--- src/rtl/channel_gather.sv ---
// channel_gather: rebuilds a six-channel pixel from tagged bytes (valid/ready in, valid/ready out, drop pulse on timeout); define CHANNEL_GATHER_ERRCNT_EN for err_count_out
module channel_gather #(
  parameter logic [5:0] REQ_MASK = 6'b111111,
  parameter int TIMEOUT_CYCLES = 1024
) (
  input  logic       clk_in,
  input  logic       rst_n_in,
  input  logic       valid_in,
  output logic       ready_out,
  input  logic [2:0] select_in,
  input  logic [7:0] data_in,
  output logic [7:0] r_out,
  output logic [7:0] g_out,
  output logic [7:0] b_out,
  output logic [7:0] y_out,
  output logic [7:0] cr_out,
  output logic [7:0] cb_out,
  output logic       valid_out,
  input  logic       ready_in,
  output logic       drop_out,
  output logic [7:0] err_count_out
);
  typedef enum logic {COLLECT, HOLD} state_e;
  localparam logic TO_EN = (TIMEOUT_CYCLES != 0);
  localparam logic [15:0] TO_LAST = 16'(TIMEOUT_CYCLES - 1);
  state_e state_q;
  logic [5:0] got_q, hit, mask_d;
  logic [15:0] cnt_q;
  logic [7:0] ch_q [6];
  logic valid_q, drop_q, legal, acc, acc_legal, done, expire;
  always_comb begin
    hit = select_in == 3'b001 ? 6'b000001 :
          select_in == 3'b000 ? 6'b000010 :
          select_in == 3'b010 ? 6'b000100 :
          select_in == 3'b100 ? 6'b001000 :
          select_in == 3'b101 ? 6'b010000 :
          select_in == 3'b110 ? 6'b100000 : 6'b000000;
    legal = |hit;
    acc = valid_in && state_q == COLLECT;
    acc_legal = acc && legal;
    mask_d = got_q | (acc_legal ? hit : 6'b0);
    done = acc_legal && ((mask_d & REQ_MASK) == REQ_MASK);
    expire = TO_EN && state_q == COLLECT && |got_q && !acc_legal && cnt_q == TO_LAST;
  end
  always_ff @(posedge clk_in or negedge rst_n_in) begin
    if (!rst_n_in) begin
      state_q <= COLLECT;
      got_q <= 6'b0;
      cnt_q <= 16'd0;
      valid_q <= 1'b0;
      drop_q <= 1'b0;
      for (int i = 0; i < 6; i++) ch_q[i] <= 8'd0;
    end else begin
      drop_q <= expire;
      for (int i = 0; i < 6; i++) if (acc_legal && hit[i]) ch_q[i] <= data_in;
      if (state_q == HOLD) begin
        if (ready_in) begin
          state_q <= COLLECT;
          valid_q <= 1'b0;
          got_q <= 6'b0;
          cnt_q <= 16'd0;
        end
      end else if (done) begin
        state_q <= HOLD;
        valid_q <= 1'b1;
        got_q <= mask_d;
        cnt_q <= 16'd0;
      end else if (expire) begin
        got_q <= 6'b0;
        cnt_q <= 16'd0;
      end else begin
        got_q <= mask_d;
        cnt_q <= (acc_legal || got_q == 6'b0 || !TO_EN) ? 16'd0 : cnt_q + 16'd1;
      end
    end
  end
  assign ready_out = state_q == COLLECT;
  assign valid_out = valid_q;
  assign drop_out = drop_q;
  assign r_out = ch_q[0];
  assign g_out = ch_q[1];
  assign b_out = ch_q[2];
  assign y_out = ch_q[3];
  assign cr_out = ch_q[4];
  assign cb_out = ch_q[5];
`ifdef CHANNEL_GATHER_ERRCNT_EN
  logic [7:0] err_q;
  logic err;
  assign err = acc && (!legal || |(got_q & hit));
  always_ff @(posedge clk_in or negedge rst_n_in) begin
    if (!rst_n_in) err_q <= 8'd0;
    else err_q <= (err && err_q != 8'hFF) ? err_q + 8'd1 : err_q;
  end
  assign err_count_out = err_q;
`else
  assign err_count_out = 8'd0;
`endif
endmodule

--- config.mk ---
export PLATFORM = sky130hd
export DESIGN_NAME = channel_gather
export DESIGN_NICKNAME = d
export VERILOG_FILES = /design/src/rtl/channel_gather.sv
export SDC_FILE = /design/constraint.sdc
export NUM_CORES = 1
export LEC_CHECK = 0
export CORE_MARGIN = 4
export CORE_UTILIZATION = 54
export DETAILED_ROUTE_END_ITERATION = 12
export PLACE_DENSITY = 0.84
export SLEW_MARGIN = 10
export SYNTH_ARGS = -nofsm -noshare
export SYNTH_HDL_FRONTEND = slang
export SYNTH_SLANG_ARGS = --single-unit
--- constraint.sdc ---
create_clock -name clk_in -period 4.2 [get_ports clk_in]
set_input_delay 1.26 -clock clk_in [delete_from_list [all_inputs] [get_ports clk_in]]
set_output_delay 1.26 -clock clk_in [all_outputs]
set_load 0.1 [all_outputs]
==> results of run 1 <==
## flip-flops by register name (all words and copies together) (netlist names)
signal	cells
cnt_q	16
b_out	8
cb_out	8
cr_out	8
g_out	8
r_out	8
y_out	8
got_q	6
drop_out	1
state_q	1
valid_out	1
## final timing paths
| check | endpoint | cells past startpoint |
|---|---|---|
| min in group asynchronous | r_out[6]$_DFFE_PN0P_ | 1 |
| max in group asynchronous | g_out[3]$_DFFE_PN0P_ | 2 |
| min reg2reg | y_out[1]$_DFFE_PN0P_ | 2 |
| min | y_out[1]$_DFFE_PN0P_ | 2 |
| max reg2reg | cnt_q[14]$_DFFE_PN0P_ | 6 |
| max | cb_out[4] | 1 |
## cell type report
type,count,area [um2],share of cell area (%)
sequential,73,1830,44.8
multi-input combinational,187,1280,31.3
timing repair buffer,71,688,16.9
clock buffer,10,138,3.37
tap,72,90.1,2.21
clock inverter,6,42.5,1.04
inverter,4,15.0,0.368
## cells in the mapped netlist, types with 3 or more instances
library cell	n
inv_1	4
nor2_1	10
buf_4	8
clkbuf_1	4
a22o_1	6
nand2_1	43
nand3_1	10
dfrtp_1	73
and3_1	5
nor3b_1	3
a21o_1	3
nand3b_1	3
mux2_2	41
a31oi_1	8
a21oi_1	12
nand4_1	3
o21ai_0	3
buf_2	5
nor3_1	3
## worst reg2reg max path: stages, from the launching register on
cell and delay (ns):
dfrtp_1 0.42, ha_1 0.25, and4_1 0.25, and3_1 0.26, a21oi_4 0.51, o21ai_0 0.18, a31oi_1 0.19
## power breakdown
group,leakage (uW),internal (uW),switching [uW]
clock,0.0000887,231,265
sequential,0.000902,892,136
combinational,0.000821,421,1360
total,0.00181,1540,1760
## placed cells by master (no fill, tap or decap), types with 2 or more instances in the layout
| master | instances |
|---|---|
| a21o_1 | 3 |
| a21oi_1 | 12 |
| a22o_1 | 6 |
| a22oi_1 | 2 |
| a2bb2oi_1 | 2 |
| a31oi_1 | 8 |
| and3_1 | 5 |
| and4_1 | 2 |
| buf_4 | 7 |
| clkbuf_8 | 10 |
| clkdlybuf4s50_1 | 63 |
| clkinv_2 | 2 |
| clkinvlp_4 | 2 |
| conb_1 | 8 |
| dfrtp_1 | 73 |
| inv_1 | 4 |
| mux2_2 | 41 |
| nand2_1 | 43 |
| nand2b_1 | 2 |
| nand3_1 | 10 |
| nand3b_1 | 3 |
| nand4_1 | 3 |
| nor2_1 | 10 |
| nor2b_1 | 2 |
| nor3_1 | 3 |
| nor3b_1 | 3 |
| o21ai_0 | 3 |
## logic make-up (layout without fill, tap and decap cells)
| family | Yosys count | in the layout | share of synthesized area [%] |
|---|---|---|---|
| AOI/OAI and AO/OA | 42 | 42 | 9.00 |
| buffers and inverters | 24 | 91 | 4.17 |
| muxes | 41 | 41 | 14.4 |
| adders and majority gates | 1 | 1 | 0.389 |
| xor gates and xnor gates | 2 | 2 | 0.545 |
| DFF | 73 | 73 | 56.9 |
| other | 1 | 8 | 0.117 |
| and+or+nand+nor | 93 | 93 | 14.6 |
## metrics by stage
step | setup WS, ns | area [um2]
CTS | 1.02 | 4080
detailed placement | 0.852 | 3900
global placement | 0.910 | 3900
floorplan | 1.68 | 3240
global route | 0.953 | 4080
finish | 1.04 | 4080
## routing by layer
metal | GRT usage (%) | vias to the layer above | wire length, um
met5 | 0 | - | 0
met4 | 8.49 | 0 | 117
met3 | 5.83 | 9 | 432
met2 | 35.5 | 82 | 3690
met1 | 29.1 | 1189 | 3190
li1 | - | 1113 | -
==> impl_metrics.ini, run 1 <==
[floorplan]
design.portCount = 74
start_util_pct = 57.0
rows = 27
fp.dieArea_mm2 = 0.00725
die_w_um = 85.1
die_h_um = 85.1
coreArea_mm2 = 0.00564

[clocking]
postCtsResizedCells = 0
h-tree-depth = 3
cts_max_path_buffers = 2
path_clk_slew_ns = 0.08
insertion_delay_ns = 0.34
cts_tree = yes
postCtsHoldBufs = 0
cts_buffers = 9
post_cts_buffers = 0
clockRootBuffer = clkbuf_8
clkSinkCount = 73

[power_and_ir_drop]
vdd_ir_drop_max_uv = 719
p_leak_uw = 0.00181
power_uw = 3310
power_density_mw_per_mm2 = 811

[worst_setup_path]
timing.rr.start = cnt_q[0]$_DFFE_PN0P_
critical_path.startpoint_type = flip-flop
end_kind = output port
crit_fanout = 2
critPathKind = reg2out
cp_num_buf_inv = 1
max_stage_delay_ns = 1.17
r2r_slack_ns = 2.07
slowest_stage = clkdlybuf4s50_1
critPathArrivalTime_ns = 1.90
cp-startpoint = cb_out[4]$_DFFE_PN0P_
cpLargestDelayFamily = buffers and inverters
crit_chain = clkdlybuf4s50_1
cp.required_ns = 2.94

[sta]
finalHoldWorstSlack_ns = 0.488
tightest_slew_ns = 1.01
tns_ns = 0
relSlewSlack_pct = 32.1
skew_ns = 0.00693
min_period_ns = 3.16
setup_viol = 0
fmax_mhz = 316
drv_slew = 0
finalHoldViolCount = 0
fin_crit_sh_pct = 75.3
rsz0062_at_grt = false

[routing]
dr.pass1.iters = 4
wire_per_inst_um = 17.6
drt_iter0_drc = 130
via_count = 2393
drtAntennaViolNets = 0
drc = 0
viasPerCell = 5.66
drt-total-wl_um = 7430

[placed_design]
io_buffers = 65
gp_congestion = 0.825
dpl.cell_count = 407
place_hpwl_um = 5040

[flow_run]
max-cap-violations = 0

[grt]
grt_max_degree = 38
grt_pass1_vias = 2484
track_usage_pct = 22.2
grt_antenna_before_repair = 0
grt_pass1_wl_um = 12600
gr-total-overflow = 0

[worst_hold_path]
min_path_type = reg2reg
min_from = y_out[1]$_DFFE_PN0P_

[cells_and_area]
fin_util_pct = 72.3
syn_to_final_growth_pct = 26.9
fin_cells = 423
nets = 362
fillers = 389
num_antenna_cells = 0
drive_above_1_share_pct = 19.4

[logic_synthesis]
synth_top_flop_cell = dfrtp_1
synth_edf_count = 0
netlist.area_leader.share_pct = 56.9
yosysWarnings = 0
async_flop_share_pct = 100
synth-seq-area-share_pct = 56.9
yosysUniqueCellTypes = 43
ys_seq_elements = 73
netlist_area_mm2 = 0.00321
syn_avg_cell_area_um2 = 11.6
synth_cells = 277
yosys-top-cells-area = dfrtp_1, mux2_2, nand2_1
synth_area_leader_cell = dfrtp_1

[outcome]
status = completed
No activity file was read; power rests on OpenSTA's default activity.
==> run 2: changes to the inputs <==
- CORE_UTILIZATION: 54 -> 45
- PLACE_DENSITY: 0.84 -> 0.75
- clock period: 4.2 -> 2.87 ns (I/O delays scaled with it)
==> run 2 against run 1 <==
Net effect: non-clock buffer count increased by 5; design area grew 0.49%; via count shrank 0.96%; worst hold slack lost 0.020 ns; global-route usage fell by 4.6 points; critical path depth up 4; clock skew is 0.0049 ns higher; largest power group unchanged.
==> impl_metrics.ini, run 2 (same netlist as run 1, synthesis figures left out) <==
[outcome]
status = completed

[cells_and_area]
multi_input_area_mm2 = 0.00128
largest_reg_flops = 16
regArea_mm2 = 0.00183
final_common_cell = dfrtp_1
final_cell_mix = dfrtp_1, buf_4, nand2_1
num_antenna_cells = 0
fillers = 562
drive_above_1_share_pct = 34.6
largest_register = cnt_q
nets = 367
syn_to_final_growth_pct = 27.6

[floorplan]
start_util_pct = 46.8
die_w_um = 92.5
design.portCount = 74
rows = 30
die_h_um = 92.5
fp.dieArea_mm2 = 0.00856
coreArea_mm2 = 0.00687

[worst_setup_path]
critical_path.startpoint_type = input pin
end_kind = flip-flop
cp.required_ns = 3.11
timing.rr.start = state_q$_DFF_PN0_
critPathKind = in2reg
r2r_end = cnt_q[11]$_DFFE_PN0P_
crit_fanout = 6
r2r_slack_ns = 0.88
cp-startpoint = valid_in
critPathArrivalTime_ns = 2.54
rr_worst_depth = 6

[sta]
min_period_ns = 2.30
drv_slew = 0
setup_viol = 0
fmax_mhz = 435
tns_ns = 0
tightest_slew_ns = 0.521
relSlewSlack_pct = 65.3
rsz0062_at_grt = false
finalHoldViolCount = 0
fin_crit_sh_pct = 80.2
skew_ns = 0.0118

[grt]
track_usage_pct = 17.6
grt_pass1_vias = 2360
grt_pass1_wl_um = 11700
gr-total-overflow = 0
grt_max_degree = 52
grt_antenna_before_repair = 0

[clocking]
cts_buffers = 9
post_cts_buffers = 0
insertion_delay_ns = 0.35
clkSinkCount = 73
path_clk_slew_ns = 0.09
cts_max_path_buffers = 2
h-tree-depth = 3
cts_tree = yes
clockRootBuffer = clkbuf_8
postCtsHoldBufs = 0
postCtsResizedCells = 0

[routing]
via_count = 2370
drtAntennaViolNets = 0
drt_iter0_drc = 189
drc = 0
dr.pass1.iters = 4
wire_per_inst_um = 15.7
drt-total-wl_um = 7080
viasPerCell = 5.24

[worst_hold_path]
min_path_type = in2async

[power_and_ir_drop]
p_leak_uw = 0.00193
vdd_ir_drop_max_uv = 843
switching_share_pct = 52.0
internal_power_uw = 2390
power_uw = 4970
clkPwrFrac_pct = 18.8
comb_power_share_pct = 50.9
power_density_mw_per_mm2 = 1210
p_switching_uw = 2580
p_seq_share_pct = 30.2

[placed_design]
gp_congestion = 0.798
io_buffers = 65
place_hpwl_um = 4940

[flow_run]
max-cap-violations = 0
[run 2: cell types whose count changed in the layout (fill, tap and decap cells not counted)]
cell	change
clkinv_2	-2
buf_12	+2
clkdlybuf4s50_1	-50
inv_6	+2
bufinv_16	+2
clkinvlp_4	-2
buf_4	+53
[run 2: power groups by stage]
stage,clock (uW),combinational [uW],sequential [uW]
after global routing,997,2620,1550
after CTS,960,2550,1500
after detailed placement,0,2540,1520
after floorplan,0,475,3030
after global placement,0,2520,1510
final,935,2530,1500
[run 2: worst max path at each step]
stage	end	slack (ns)	depth (start not counted)
finish	b_out[2]$_DFFE_PN0P_	0.57	5
global placement	cnt_q[3]$_DFFE_PN0P_	0.26	7
floorplan	valid_out$_DFFE_PN0P_	0.75	5
global route	b_out[7]$_DFFE_PN0P_	0.47	5
detailed placement	b_out[4]$_DFFE_PN0P_	0.21	5
CTS	b_out[2]$_DFFE_PN0P_	0.59	5
[run 2: final cells by class]
type / count / share of cell area, %
sequential: 73 / 44.6
multi-input combinational: 187 / 31.2
timing repair buffer: 76 / 15.3
clock buffer: 10 / 3.36
tap: 96 / 2.93
clock inverter: 6 / 2.32
inverter: 4 / 0.366
[run 2: metrics by stage]
step / hold WS [ns] / utilization [%] / cells / area, um2 / setup slack [ns]
finish: 0.468 / 59.7 / 452 / 4100 / 0.569
global route: 0.492 / 59.7 / 452 / 4100 / 0.473
CTS: 0.472 / 59.7 / 452 / 4100 / 0.587
detailed placement: 0.464 / 56.3 / 436 / 3870 / 0.213
global placement: 0.463 / 56.3 / 436 / 3870 / 0.263
floorplan: 0.474 / - / 284 / 3240 / 0.753
[run 2: routing by layer]
metal,global-route usage (%),up-vias,wire length [um]
li1,-,1118,-
met1,23.3,1181,3190
met3,3.41,13,334
met2,27.6,58,3380
met4,9.28,0,170
met5,0,-,0
[run 2: critical path, stage by stage]
cell and delay [ns]:
clkdlybuf4s50_1 0.52, nor3b_1 0.30, nand3b_1 0.31, buf_4 0.27
mux2_2 0.27
